File: config.mk
export PLATFORM = sky130hd
export DESIGN_NAME = dds_wavegen
export DESIGN_NICKNAME = d
export VERILOG_FILES = /design/src/rtl/dds_pkg.sv /design/src/rtl/dds_tick_div.sv /design/src/rtl/dds_wavegen.sv
export SDC_FILE = /design/constraint.sdc
export NUM_CORES = 1
export LEC_CHECK = 0
export BUFFER_PORTS_ARGS = -buffer_cell sky130_fd_sc_hd__buf_2
export CAP_MARGIN = 25
export CORE_ASPECT_RATIO = 0.5
export CORE_MARGIN = 10
export CORE_UTILIZATION = 60
export CTS_CLUSTER_SIZE = 25
export DETAILED_ROUTE_END_ITERATION = 16
export GPL_ROUTABILITY_DRIVEN = 0
export PLACE_DENSITY = 0.81
export SLEW_MARGIN = 30
export SYNTH_ARGS = -nofsm -noshare
export SYNTH_HDL_FRONTEND = slang
export SYNTH_SLANG_ARGS = --single-unit
File: constraint.sdc
create_clock -name CLOCK_50 -period 13.55 [get_ports CLOCK_50]
set_input_delay 1.355 -clock CLOCK_50 [delete_from_list [all_inputs] [get_ports CLOCK_50]]
set_output_delay 1.355 -clock CLOCK_50 [all_outputs]
set_load 0.01 [all_outputs]
File: src/rtl/dds_pkg.sv
// Shared constants for the DDS waveform generator: waveform mode codes and
// the amplitude gain width.
package dds_pkg;

  localparam logic [1:0] MODE_SINE   = 2'd0;
  localparam logic [1:0] MODE_SQUARE = 2'd1;
  localparam logic [1:0] MODE_SAW    = 2'd2;
  localparam logic [1:0] MODE_TRI    = 2'd3;

  localparam int AMP_W = 8;

endpackage

File: src/rtl/dds_tick_div.sv
// Sample-rate divider: one-cycle tick every DIV clocks while enabled.
// While disabled, the count is held at zero.
module dds_tick_div
  import dds_pkg::*;
#(
  parameter int DIV = 5000
) (
  input  logic CLOCK_50,
  input  logic RST_N,
  input  logic enable,
  output logic tick
);

  localparam int CNT_W = $clog2(DIV);
  localparam logic [CNT_W-1:0] LAST = CNT_W'(DIV - 1);

  logic [CNT_W-1:0] cnt_q;
  logic [CNT_W-1:0] cnt_d;

  // next count and tick decode
  always_comb begin
    cnt_d = cnt_q;
    tick  = 1'b0;
    if (!enable) begin
      cnt_d = '0;
    end else if (cnt_q == LAST) begin
      cnt_d = '0;
      tick  = 1'b1;
    end else begin
      cnt_d = cnt_q + CNT_W'(1);
    end
  end

  // counter register
  always_ff @(posedge CLOCK_50) begin
    if (!RST_N) begin
      cnt_q <= '0;
    end else begin
      cnt_q <= cnt_d;
    end
  end

endmodule

File: src/rtl/dds_wavegen.sv
// DDS waveform source: phase accumulator, external sine ROM addressing,
// sine/square/saw/triangle selection and 8-bit amplitude scaling.
module dds_wavegen
  import dds_pkg::*;
#(
  parameter int TICK_DIV = 5000,
  parameter int ACC_W    = 24,
  parameter int ADDR_W   = 10,
  parameter int DATA_W   = 10
) (
  input  logic              CLOCK_50,
  input  logic              RST_N,
  input  logic              enable,
  input  logic [ACC_W-1:0]  freq_word,
  input  logic [ADDR_W-1:0] phase_offset,
  input  logic [1:0]        mode,
  input  logic [AMP_W-1:0]  amplitude,
  output logic [ADDR_W-1:0] rom_addr,
  input  logic [DATA_W-1:0] rom_data,
  output logic [DATA_W-1:0] sample,
  output logic              sample_valid
);

  localparam int PH_W   = DATA_W + 1;
  localparam int PROD_W = DATA_W + AMP_W;

  logic                tick_s;
  logic [ACC_W-1:0]    acc_sum_s;
  logic [ACC_W+PH_W-1:0] ph_wide_s;
  logic [DATA_W-1:0]   wave_sel_s;
  logic [PROD_W-1:0]   prod_s;

  logic [ACC_W-1:0]    acc_q, acc_d;
  logic [ADDR_W-1:0]   rom_addr_q, rom_addr_d;
  logic [PH_W-1:0]     ph1_q, ph1_d;
  logic [PH_W-1:0]     ph2_q, ph2_d;
  logic [DATA_W-1:0]   wave_q, wave_d;
  logic [DATA_W-1:0]   sample_q, sample_d;
  logic                v1_q, v1_d;
  logic                v2_q, v2_d;
  logic                v3_q, v3_d;
  logic                valid_q, valid_d;

  dds_tick_div #(
    .DIV (TICK_DIV)
  ) u_tick_div (
    .CLOCK_50 (CLOCK_50),
    .RST_N    (RST_N),
    .enable   (enable),
    .tick     (tick_s)
  );

  // Zero-padding on the right keeps the top PH_W phase bits well defined
  // even when the accumulator is narrower than the phase word.
  assign acc_sum_s = acc_q + freq_word;
  assign ph_wide_s = {acc_sum_s, {PH_W{1'b0}}};

  // waveform shape from the delayed phase (or ROM for sine)
  always_comb begin
    wave_sel_s = rom_data;
    case (mode)
      MODE_SINE:   wave_sel_s = rom_data;
      MODE_SQUARE: wave_sel_s = ph2_q[DATA_W] ? {DATA_W{1'b1}} : {DATA_W{1'b0}};
      MODE_SAW:    wave_sel_s = ph2_q[DATA_W:1];
      MODE_TRI:    wave_sel_s = ph2_q[DATA_W] ? ~ph2_q[DATA_W-1:0] : ph2_q[DATA_W-1:0];
      default:     wave_sel_s = rom_data;
    endcase
  end

  assign prod_s = {{AMP_W{1'b0}}, wave_q} * {{DATA_W{1'b0}}, amplitude};

  // pipeline next-state: stage 0 on tick, stages 1-3 follow the valid chain
  always_comb begin
    acc_d      = acc_q;
    rom_addr_d = rom_addr_q;
    ph1_d      = ph1_q;
    wave_d     = wave_q;
    sample_d   = sample_q;
    if (tick_s) begin
      acc_d      = acc_sum_s;
      rom_addr_d = acc_sum_s[ACC_W-1 -: ADDR_W] + phase_offset;
      ph1_d      = ph_wide_s[ACC_W+PH_W-1 -: PH_W];
    end else begin
      acc_d      = acc_q;
    end
    ph2_d = ph1_q;
    v1_d  = tick_s;
    v2_d  = v1_q;
    v3_d  = v2_q;
    if (v2_q) begin
      wave_d = wave_sel_s;
    end else begin
      wave_d = wave_q;
    end
    if (v3_q) begin
      sample_d = prod_s[PROD_W-1 -: DATA_W];
    end else begin
      sample_d = sample_q;
    end
    valid_d = v3_q;
  end

  // state registers with synchronous reset
  always_ff @(posedge CLOCK_50) begin
    if (!RST_N) begin
      acc_q      <= '0;
      rom_addr_q <= '0;
      ph1_q      <= '0;
      ph2_q      <= '0;
      wave_q     <= '0;
      sample_q   <= '0;
      v1_q       <= 1'b0;
      v2_q       <= 1'b0;
      v3_q       <= 1'b0;
      valid_q    <= 1'b0;
    end else begin
      acc_q      <= acc_d;
      rom_addr_q <= rom_addr_d;
      ph1_q      <= ph1_d;
      ph2_q      <= ph2_d;
      wave_q     <= wave_d;
      sample_q   <= sample_d;
      v1_q       <= v1_d;
      v2_q       <= v2_d;
      v3_q       <= v3_d;
      valid_q    <= valid_d;
    end
  end

  assign rom_addr     = rom_addr_q;
  assign sample       = sample_q;
  assign sample_valid = valid_q;

endmodule
Word level (Yosys, flattened, before mapping):

Cells that the tools add are included.
Widths: inputs -> output; s select.

* register bits: 93
* input port bits: 57
* logic and storage cells: 29

* add/sub/neg operators: 3
* $mul: 1
* equality and inequality tests: 4
* mux-type cells: 5
* bitwise operators: 3
* reduce and logical (&&, ||, !) cells: 2

Operators with widths (count)
* $pmux 10 s4: 1
* $add 24x24->24: 1
* $mux 10: 2
* $mul 10x8->18: 1
* $add 13x1->13 const B: 1
* $eq 13x13->1 const B: 1
* $add 10x10->10: 1
* $not 10->10: 1
* $eq 2x2->1 const B: 2
* $reduce_or 3->1: 1
* $eq 2x1->1 const B: 1
* $logic_not 2->1: 1
* $mux 1: 2
* $not 1->1: 2

Longest topological paths before layout:

Gate-level depths: netlist of run 1.

* word-level depth: 3
* depth in mapped cells: 22
* mapped depth without buffers: 22

Cells and area by module:

Synthesis of run 1 repeated with hierarchy kept, for this count alone.

* cell total of the unflattened synthesis: 814
* area total of the unflattened synthesis: 7119.3 sq um

Modules (own cells, without submodules)
* dds_wavegen: instances 1, cells an instance 749, area an instance 6516.2 sq um, sequential area each 1381.3 sq um
* dds_tick_div: instances 1, cells an instance 65, area an instance 603.1 sq um, sequential area each 260.2 sq um

Worst setup path before layout of run 1:

OpenSTA, ideal clock, no wires.

* path kind: input-to-reg
* start point: in amplitude[7]
* end point: reg sample_q[9] (netlist: sample[9])
* setup time: 0.116 ns
* arrival time: 5.888 ns
* path slack: 7.546 ns
* stages on the path: 17
* buffers on the path: 1
* path through: clkbuf_1 > nand2_1 > fa_1 > fa_1 > inv_1 > fa_1 > fa_1 > ha_1 > a2111oi_2 > o21ai_1 > a31oi_4 > o21ai_2 > a41oi_2 > a21oi_2 > a21o_1 > or4b_1 > and4_1

* cells in the longest elaborated chain, start to end: 1

Ends and longest elaborated chain
* start: declaration: line dds_wavegen.sv:17 `input logic [AMP_W-1:0] amplitude,`
* $mul 10x8->18: line dds_wavegen.sv:70 `assign prod_s = {{AMP_W{1'b0}}, wave_q} * {{DATA_W{1'b0}}, amplitude};`
* end signal: assignment: line dds_wavegen.sv:122 `sample_q <= sample_d;`
* end: declaration: line dds_wavegen.sv:38 `logic [DATA_W-1:0] sample_q, sample_d;`

No other way between the ends.
A chain may end at the register's enable or synchronous reset.

Worst setup path after layout of run 1:

* start point: in amplitude[4]
* end point: reg sample_q[9] (netlist: sample[9])

The elaborated chain is that of the path after synthesis.

==> results of run 1 <==
## state kept, by name, summed over array words and instances, names as in the netlist
name,flops
v1_q,1
sample_valid,1
v3_q,1
rom_addr,10
acc_q,24
sample,10
wave_q,10
v2_q,1
ph2_q,11
u_tick_div.cnt_q,13
## placed cells by master, fill, tap and decap left out, types with 5 or more instances in the layout
cell and count:
and2_1 91, clkbuf_16 9, nor2_1 33, xor2_1 26, a21o_1 21, nor3_1 7
buf_2 76, o22a_1 8, o211ai_1 12, dfxtp_1 82, o211a_1 13, nor2b_1 16
inv_1 74, o21ai_0 26, mux2i_1 16, xnor2_1 21, fa_1 49, a21oi_1 38
a21boi_0 5, ha_1 68, nand3_1 11, and3_1 6, nand2_1 71
## power breakdown
part           switching, mW  internal (mW)  total, mW
Combinational         0.0285         0.0203     0.0488
Sequential          0.000183          0.241      0.241
Clock                 0.0998          0.124      0.224
## worst max-delay path: stages
cell and delay (ns):
buf_2 0.15, and2_1 0.19, fa_1 0.46, fa_1 0.55
inv_1 0.05, fa_1 0.47, fa_1 0.56, inv_1 0.05
ha_1 0.21, a2111oi_2 0.34, o21ai_1 0.18, a31oi_4 0.24
o21ai_2 0.13, a41oi_2 0.29, a21oi_2 0.10, a21o_1 0.22
or4b_1 0.52, and4_1 0.22
## cell type report
cell class                 count  area [um^2]
multi-input combinational    595         4900
fill                         900         3450
tap                          145          181
timing repair buffer          78          395
clock buffer                  10          229
clock inverter                 6         43.8
inverter                      74          278
sequential                    82         1640
## metal layers
layer / GRT usage / vias to the layer above / wire length, um
met2: 0.344 / 95 / 7730
li1: - / 2750 / -
met4: 0.0577 / 0 / 213
met3: 0.0408 / 19 / 653
met5: 0 / - / 0
met1: 0.228 / 2627 / 6830
## kinds of logic after synthesis
| kind of cell | after synthesis | share of synthesized area |
|---|---|---|
| and+or+nand+nor | 260 | 0.199 |
| AOI/OAI and AO/OA | 154 | 0.160 |
| adders and majority gates | 117 | 0.265 |
| buffers and inverters | 102 | 0.0553 |
| DFF | 82 | 0.237 |
| xor gates and xnor gates | 47 | 0.0595 |
| muxes | 17 | 0.0248 |
## per-stage QoR
stage          instance area [um^2]  power [mW]  std cells  hold slack [ns]  setup WS (ns)
5_1_grt                        7670       0.532        990            0.454           7.34
4_1_cts                        7660       0.519        990            0.436           7.51
3_3_place_gp                   7390       0.294        974            0.415           7.33
6_report                       7670       0.514        990            0.435           7.50
2_1_floorplan                  6920       0.277        779            0.412           7.55
3_5_place_dp                   7390       0.294        974            0.423           7.17
## final timing paths
check | to | depth (start not counted) | startpoint | slack, ns
setup / recovery | sample[9] | 18 | amplitude[4] | 7.50
hold / removal | v2_q | 1 | v1_q | 0.43
setup reg to reg | sample[9] | 17 | wave_q[1] | 8.26
hold reg to reg | v2_q | 1 | v1_q | 0.43
==> flow_metrics.env, run 1 <==
export IMPL_power_density_mw_per_mm2=67.1
export IMPL_cts_resized=0
export IMPL_synth_edf_count=0
export IMPL_vias=5491
export IMPL_setup_viol=0
export IMPL_postLayoutCoreUtil=0.690
export IMPL_maxCapViolCount=0
export IMPL_cts_hold_buf=0
export IMPL_clk_pin_slew_ns=0.06
export IMPL_cts_sinks=82
export IMPL_worst_setup_path_start_kind="primary input"
export IMPL_pin_count=78
export IMPL_viasPerCell=5.55
export IMPL_yosys_area_top_type="dfxtp_1"
export IMPL_grt_max_degree=63
export IMPL_grt_overflow_total=0
export IMPL_cts_tree="built"
export IMPL_ys_seq_area_frac=0.237
export IMPL_slew_headroom=0.514
export IMPL_clock_path_buffers=2
export IMPL_crit_type="in2reg"
export IMPL_syn_area_per_cell_um2=8.89
export IMPL_synth_main_ff_cell="dfxtp_1"
export IMPL_hold_class="reg2reg"
export IMPL_synth_top_cell_area_share=0.237
export IMPL_synth_nets=953
export IMPL_syn_inst=779
export IMPL_yosys_top_cells_area="dfxtp_1, fa_1, ha_1, and2_1, inv_1"
export IMPL_synth_async_sr_flop_share=0
export IMPL_drc=0
export IMPL_status="completed"
export IMPL_rows=27
export IMPL_grt_pass1_vias=5584
export IMPL_numCtsBuffers=9
export IMPL_antenna_found_initial=0
export IMPL_slew_violations=0
export IMPL_min_period_ns=6.05
export IMPL_die_area_mm2=0.0165
export IMPL_worstMarginPinSlew_ns=0.729
export IMPL_ir_worst_vdd_mv=0.0592
export IMPL_portBuffers=77
export IMPL_arrival_ns=6.28
export IMPL_rsz0062_at_grt="false"
export IMPL_synth_commonest_cells="and2_1, dfxtp_1, inv_1"
export IMPL_cts_max_level=3
export IMPL_ys_types=56
export IMPL_cts_setup_buffers=0
export IMPL_cp_required_ns=13.78
export IMPL_grt_usage=0.191
export IMPL_fin_tns_setup_ns=0
export IMPL_grt_pass1_wl_mm=25.7
export IMPL_die_h_um=96.0
export IMPL_root_buffer="clkbuf_16"
export IMPL_crit_fanout=10
export IMPL_synth_seq_cells=82
export IMPL_antenna_cells=0
export IMPL_skew_ns=0.00676
export IMPL_hpwlAfterDp_mm=11.9
export IMPL_clock_latency_ns=0.34
export IMPL_antenna_left=0
export IMPL_max_freq_mhz=165
export IMPL_die_w_um=172
export IMPL_initial_utilization=0.623
export IMPL_wl_per_cell_um=15.6
export IMPL_drive_above_1_share=0.124
export IMPL_postRouteWirelength_mm=15.4
export IMPL_area_growth_pct=10.8
export IMPL_cp_end_kind="flop"
export IMPL_drtIter0Drc=286
export IMPL_dr_pass1_iters=5
export IMPL_yosysWarnings=0
export IMPL_nNetsFinal=1014
export IMPL_leakagePower_nw=3.84
export IMPL_synthMostInstantiatedCell="and2_1"
export IMPL_coreArea_mm2=0.0111
export IMPL_syn_area_mm2=0.00692
export IMPL_post_route_period_util=0.447
export IMPL_hold_violations=0
Power figures use the tool's default switching activity.
==> run 2: changes to the inputs <==
--- a/config.mk
+++ b/config.mk
@@ -9,11 +9,11 @@
 export CAP_MARGIN = 25
 export CORE_ASPECT_RATIO = 0.5
 export CORE_MARGIN = 10
-export CORE_UTILIZATION = 60
+export CORE_UTILIZATION = 54
 export CTS_CLUSTER_SIZE = 25
 export DETAILED_ROUTE_END_ITERATION = 16
 export GPL_ROUTABILITY_DRIVEN = 0
-export PLACE_DENSITY = 0.81
+export PLACE_DENSITY = 0.77
 export SLEW_MARGIN = 30
 export SYNTH_ARGS = -nofsm -noshare
 export SYNTH_HDL_FRONTEND = slang
==> constraint.sdc (replaced) <==
create_clock -name CLOCK_50 -period 5.3 [get_ports CLOCK_50]
set_input_delay 0.53 -clock CLOCK_50 [delete_from_list [all_inputs] [get_ports CLOCK_50]]
set_output_delay 0.53 -clock CLOCK_50 [all_outputs]
set_load 0.01 [all_outputs]
==> run 2 against run 1 <==
  * Final cell count is 4.3% higher
  * Non-clock buffer count up 18
  * First-iteration DRC count decreased by 10%
  * Worst hold slack about the same
  * Sequential power increased to 2.6 times the previous value
  * Sequential cell count stayed put
  * Core utilization down 6.6 points
  * Critical path type is now reg2reg
  * Critical endpoint unchanged
  * Highest routed layer unchanged
==> flow_metrics.env, run 2 (synthesized netlist as in run 1, its figures left out) <==
export IMPL_status="completed"
export IMPL_timing_rr_end="sample[9]"
export IMPL_postLayoutCoreUtil=0.624
export IMPL_antenna_found_initial=0
export IMPL_antenna_left=0
export IMPL_wl_per_cell_um=15.4
export IMPL_crit_top_cell="fa_1"
export IMPL_final_cell_mix="and2_1, dfxtp_1, buf_2, inv_1, nand2_1"
export IMPL_numCtsBuffers=9
export IMPL_hold_violations=0
export IMPL_die_area_mm2=0.0180
export IMPL_worst_setup_path_start_kind="flop"
export IMPL_grt_usage=0.176
export IMPL_die_w_um=180
export IMPL_pin_count=78
export IMPL_cts_sinks=82
export IMPL_clock_path_buffers=2
export IMPL_rsz0062_at_grt="false"
export IMPL_viasPerCell=5.42
export IMPL_cts_resized=0
export IMPL_clk_pin_slew_ns=0.07
export IMPL_largest_reg_flops=24
export IMPL_power_density_mw_per_mm2=175
export IMPL_holdWs_ns=0.435
export IMPL_ff2ff_path_depth=16
export IMPL_rows=29
export IMPL_reg2reg_setup_slack_ns=0.29
export IMPL_max_stage_delay_ns=0.52
export IMPL_min_period_ns=5.01
export IMPL_die_h_um=100
export IMPL_fin_ws_ns=0.290
export IMPL_cts_hold_buf=0
export IMPL_hpwlAfterDp_mm=12.4
export IMPL_grt_pass1_wl_mm=26.7
export IMPL_crit_chain="nand2_1 -> fa_1 -> fa_1 -> inv_1 -> fa_1 -> fa_1 -> ha_1 -> a2111oi_2 -> o21ai_1 -> a31oi_4 -> o21ai_2 -> a41oi_2 -> a21oi_2 -> a21o_1 -> or4b_1 -> and4_1"
export IMPL_cts_tree="built"
export IMPL_crit_fanout=9
export IMPL_grt_max_degree=63
export IMPL_min_path_cells=1
export IMPL_crit_type="reg2reg"
export IMPL_grt_pass1_vias=5585
export IMPL_fin_tns_setup_ns=0
export IMPL_slew_violations=0
export IMPL_slew_headroom=0.525
export IMPL_final_common_cell="and2_1"
export IMPL_worstMarginPinSlew_ns=0.712
export IMPL_min_from="v1_q"
export IMPL_drtIter0Drc=256
export IMPL_postRouteWirelength_mm=15.9
export IMPL_dp_slack_ns=0.0245
export IMPL_coreArea_mm2=0.0126
export IMPL_cts_setup_buffers=0
export IMPL_r2r_start="wave_q[4]"
export IMPL_dr_pass1_iters=5
export IMPL_setup_viol=0
export IMPL_drive_above_1_share=0.145
export IMPL_fill_cells=1062
export IMPL_cp_slowest_cell="dfxtp_1"
export IMPL_top_register="acc_q"
export IMPL_portBuffers=77
export IMPL_hold_path_endpoint="v2_q"
export IMPL_post_route_period_util=0.945
export IMPL_grt_overflow_total=0
export IMPL_antenna_cells=0
export IMPL_ir_worst_vdd_mv=0.141
export IMPL_arrival_ns=5.25
export IMPL_crit_start="wave_q[4]"
export IMPL_vias=5600
export IMPL_clock_latency_ns=0.35
export IMPL_area_growth_pct=13.5
export IMPL_hold_class="reg2reg"
export IMPL_leakagePower_nw=3.96
export IMPL_initial_utilization=0.550
export IMPL_max_freq_mhz=200
export IMPL_cts_max_level=3
export IMPL_maxCapViolCount=0
export IMPL_top_regs="acc_q x24, u_tick_div.cnt_q x13, ph2_q x11"
export IMPL_cp_end_kind="flop"
export IMPL_drc=0
export IMPL_nNetsFinal=1032
export IMPL_cp_required_ns=5.54
export IMPL_skew_ns=0.0117
export IMPL_root_buffer="clkbuf_16"
[run 2: cell types whose count changed in the layout (fill, tap and decap cells not counted), sizes merged]
cell      before  now
buf           78   96
inv           74   80
clkinvlp       4    0
clkbuf        10    9
clkinv         2    1
[run 2: worst max-delay path by stage]
stage / slack, ns / end
3_3_place_gp: 0.09 / sample[9]
6_report: 0.29 / sample[9]
3_5_place_dp: 0.02 / sample[9]
4_1_cts: 0.16 / sample[9]
2_1_floorplan: 0.12 / sample[9]
5_1_grt: 0.008 / sample[9]
[run 2: critical path, delay by kind of cell, from the launching register on]
kind / cells / cell delay [ns]
AO/OA/AOI/OAI: 7 / 1.27
adder cells (fa/ha/maj): 5 / 2.20
buffers and inverters: 1 / 0.06
flip-flops: 1 / 0.52
AND/OR/NAND/NOR: 3 / 0.84
[run 2: final cells by class]
class                   count  area, um^2  area share
clock buffers               9         225      0.0287
flip-flops and latches     82        1640       0.209
well taps                 170         213      0.0271
multi-input cells         595        4900       0.623
clock inverters             7        73.8     0.00939
repair buffers             96         528      0.0672
inverters                  74         278      0.0353
[run 2: metrics by stage]
step,cells,area (um^2),power [mW]
3_5_place_dp,1017,7560,0.756
6_report,1033,7860,1.38
5_1_grt,1033,7860,1.43
3_3_place_gp,1017,7560,0.753
4_1_cts,1033,7860,1.39
2_1_floorplan,779,6920,0.708
[run 2: report_power, final]
group	leakage, nW	switching [mW]	internal (mW)
clock	0.148	0.300	0.335
sequential	0.661	0.000538	0.616
combinational	3.15	0.0714	0.0549
total	3.96	0.372	1.01
[run 2: metal layers]
metal / vias up / share of wire / track usage
met5: - / 0 / 0
met4: 0 / 0.018 / 0.0476
met3: 26 / 0.037 / 0.0381
met2: 96 / 0.51 / 0.319
met1: 2686 / 0.43 / 0.209
li1: 2792 / - / -
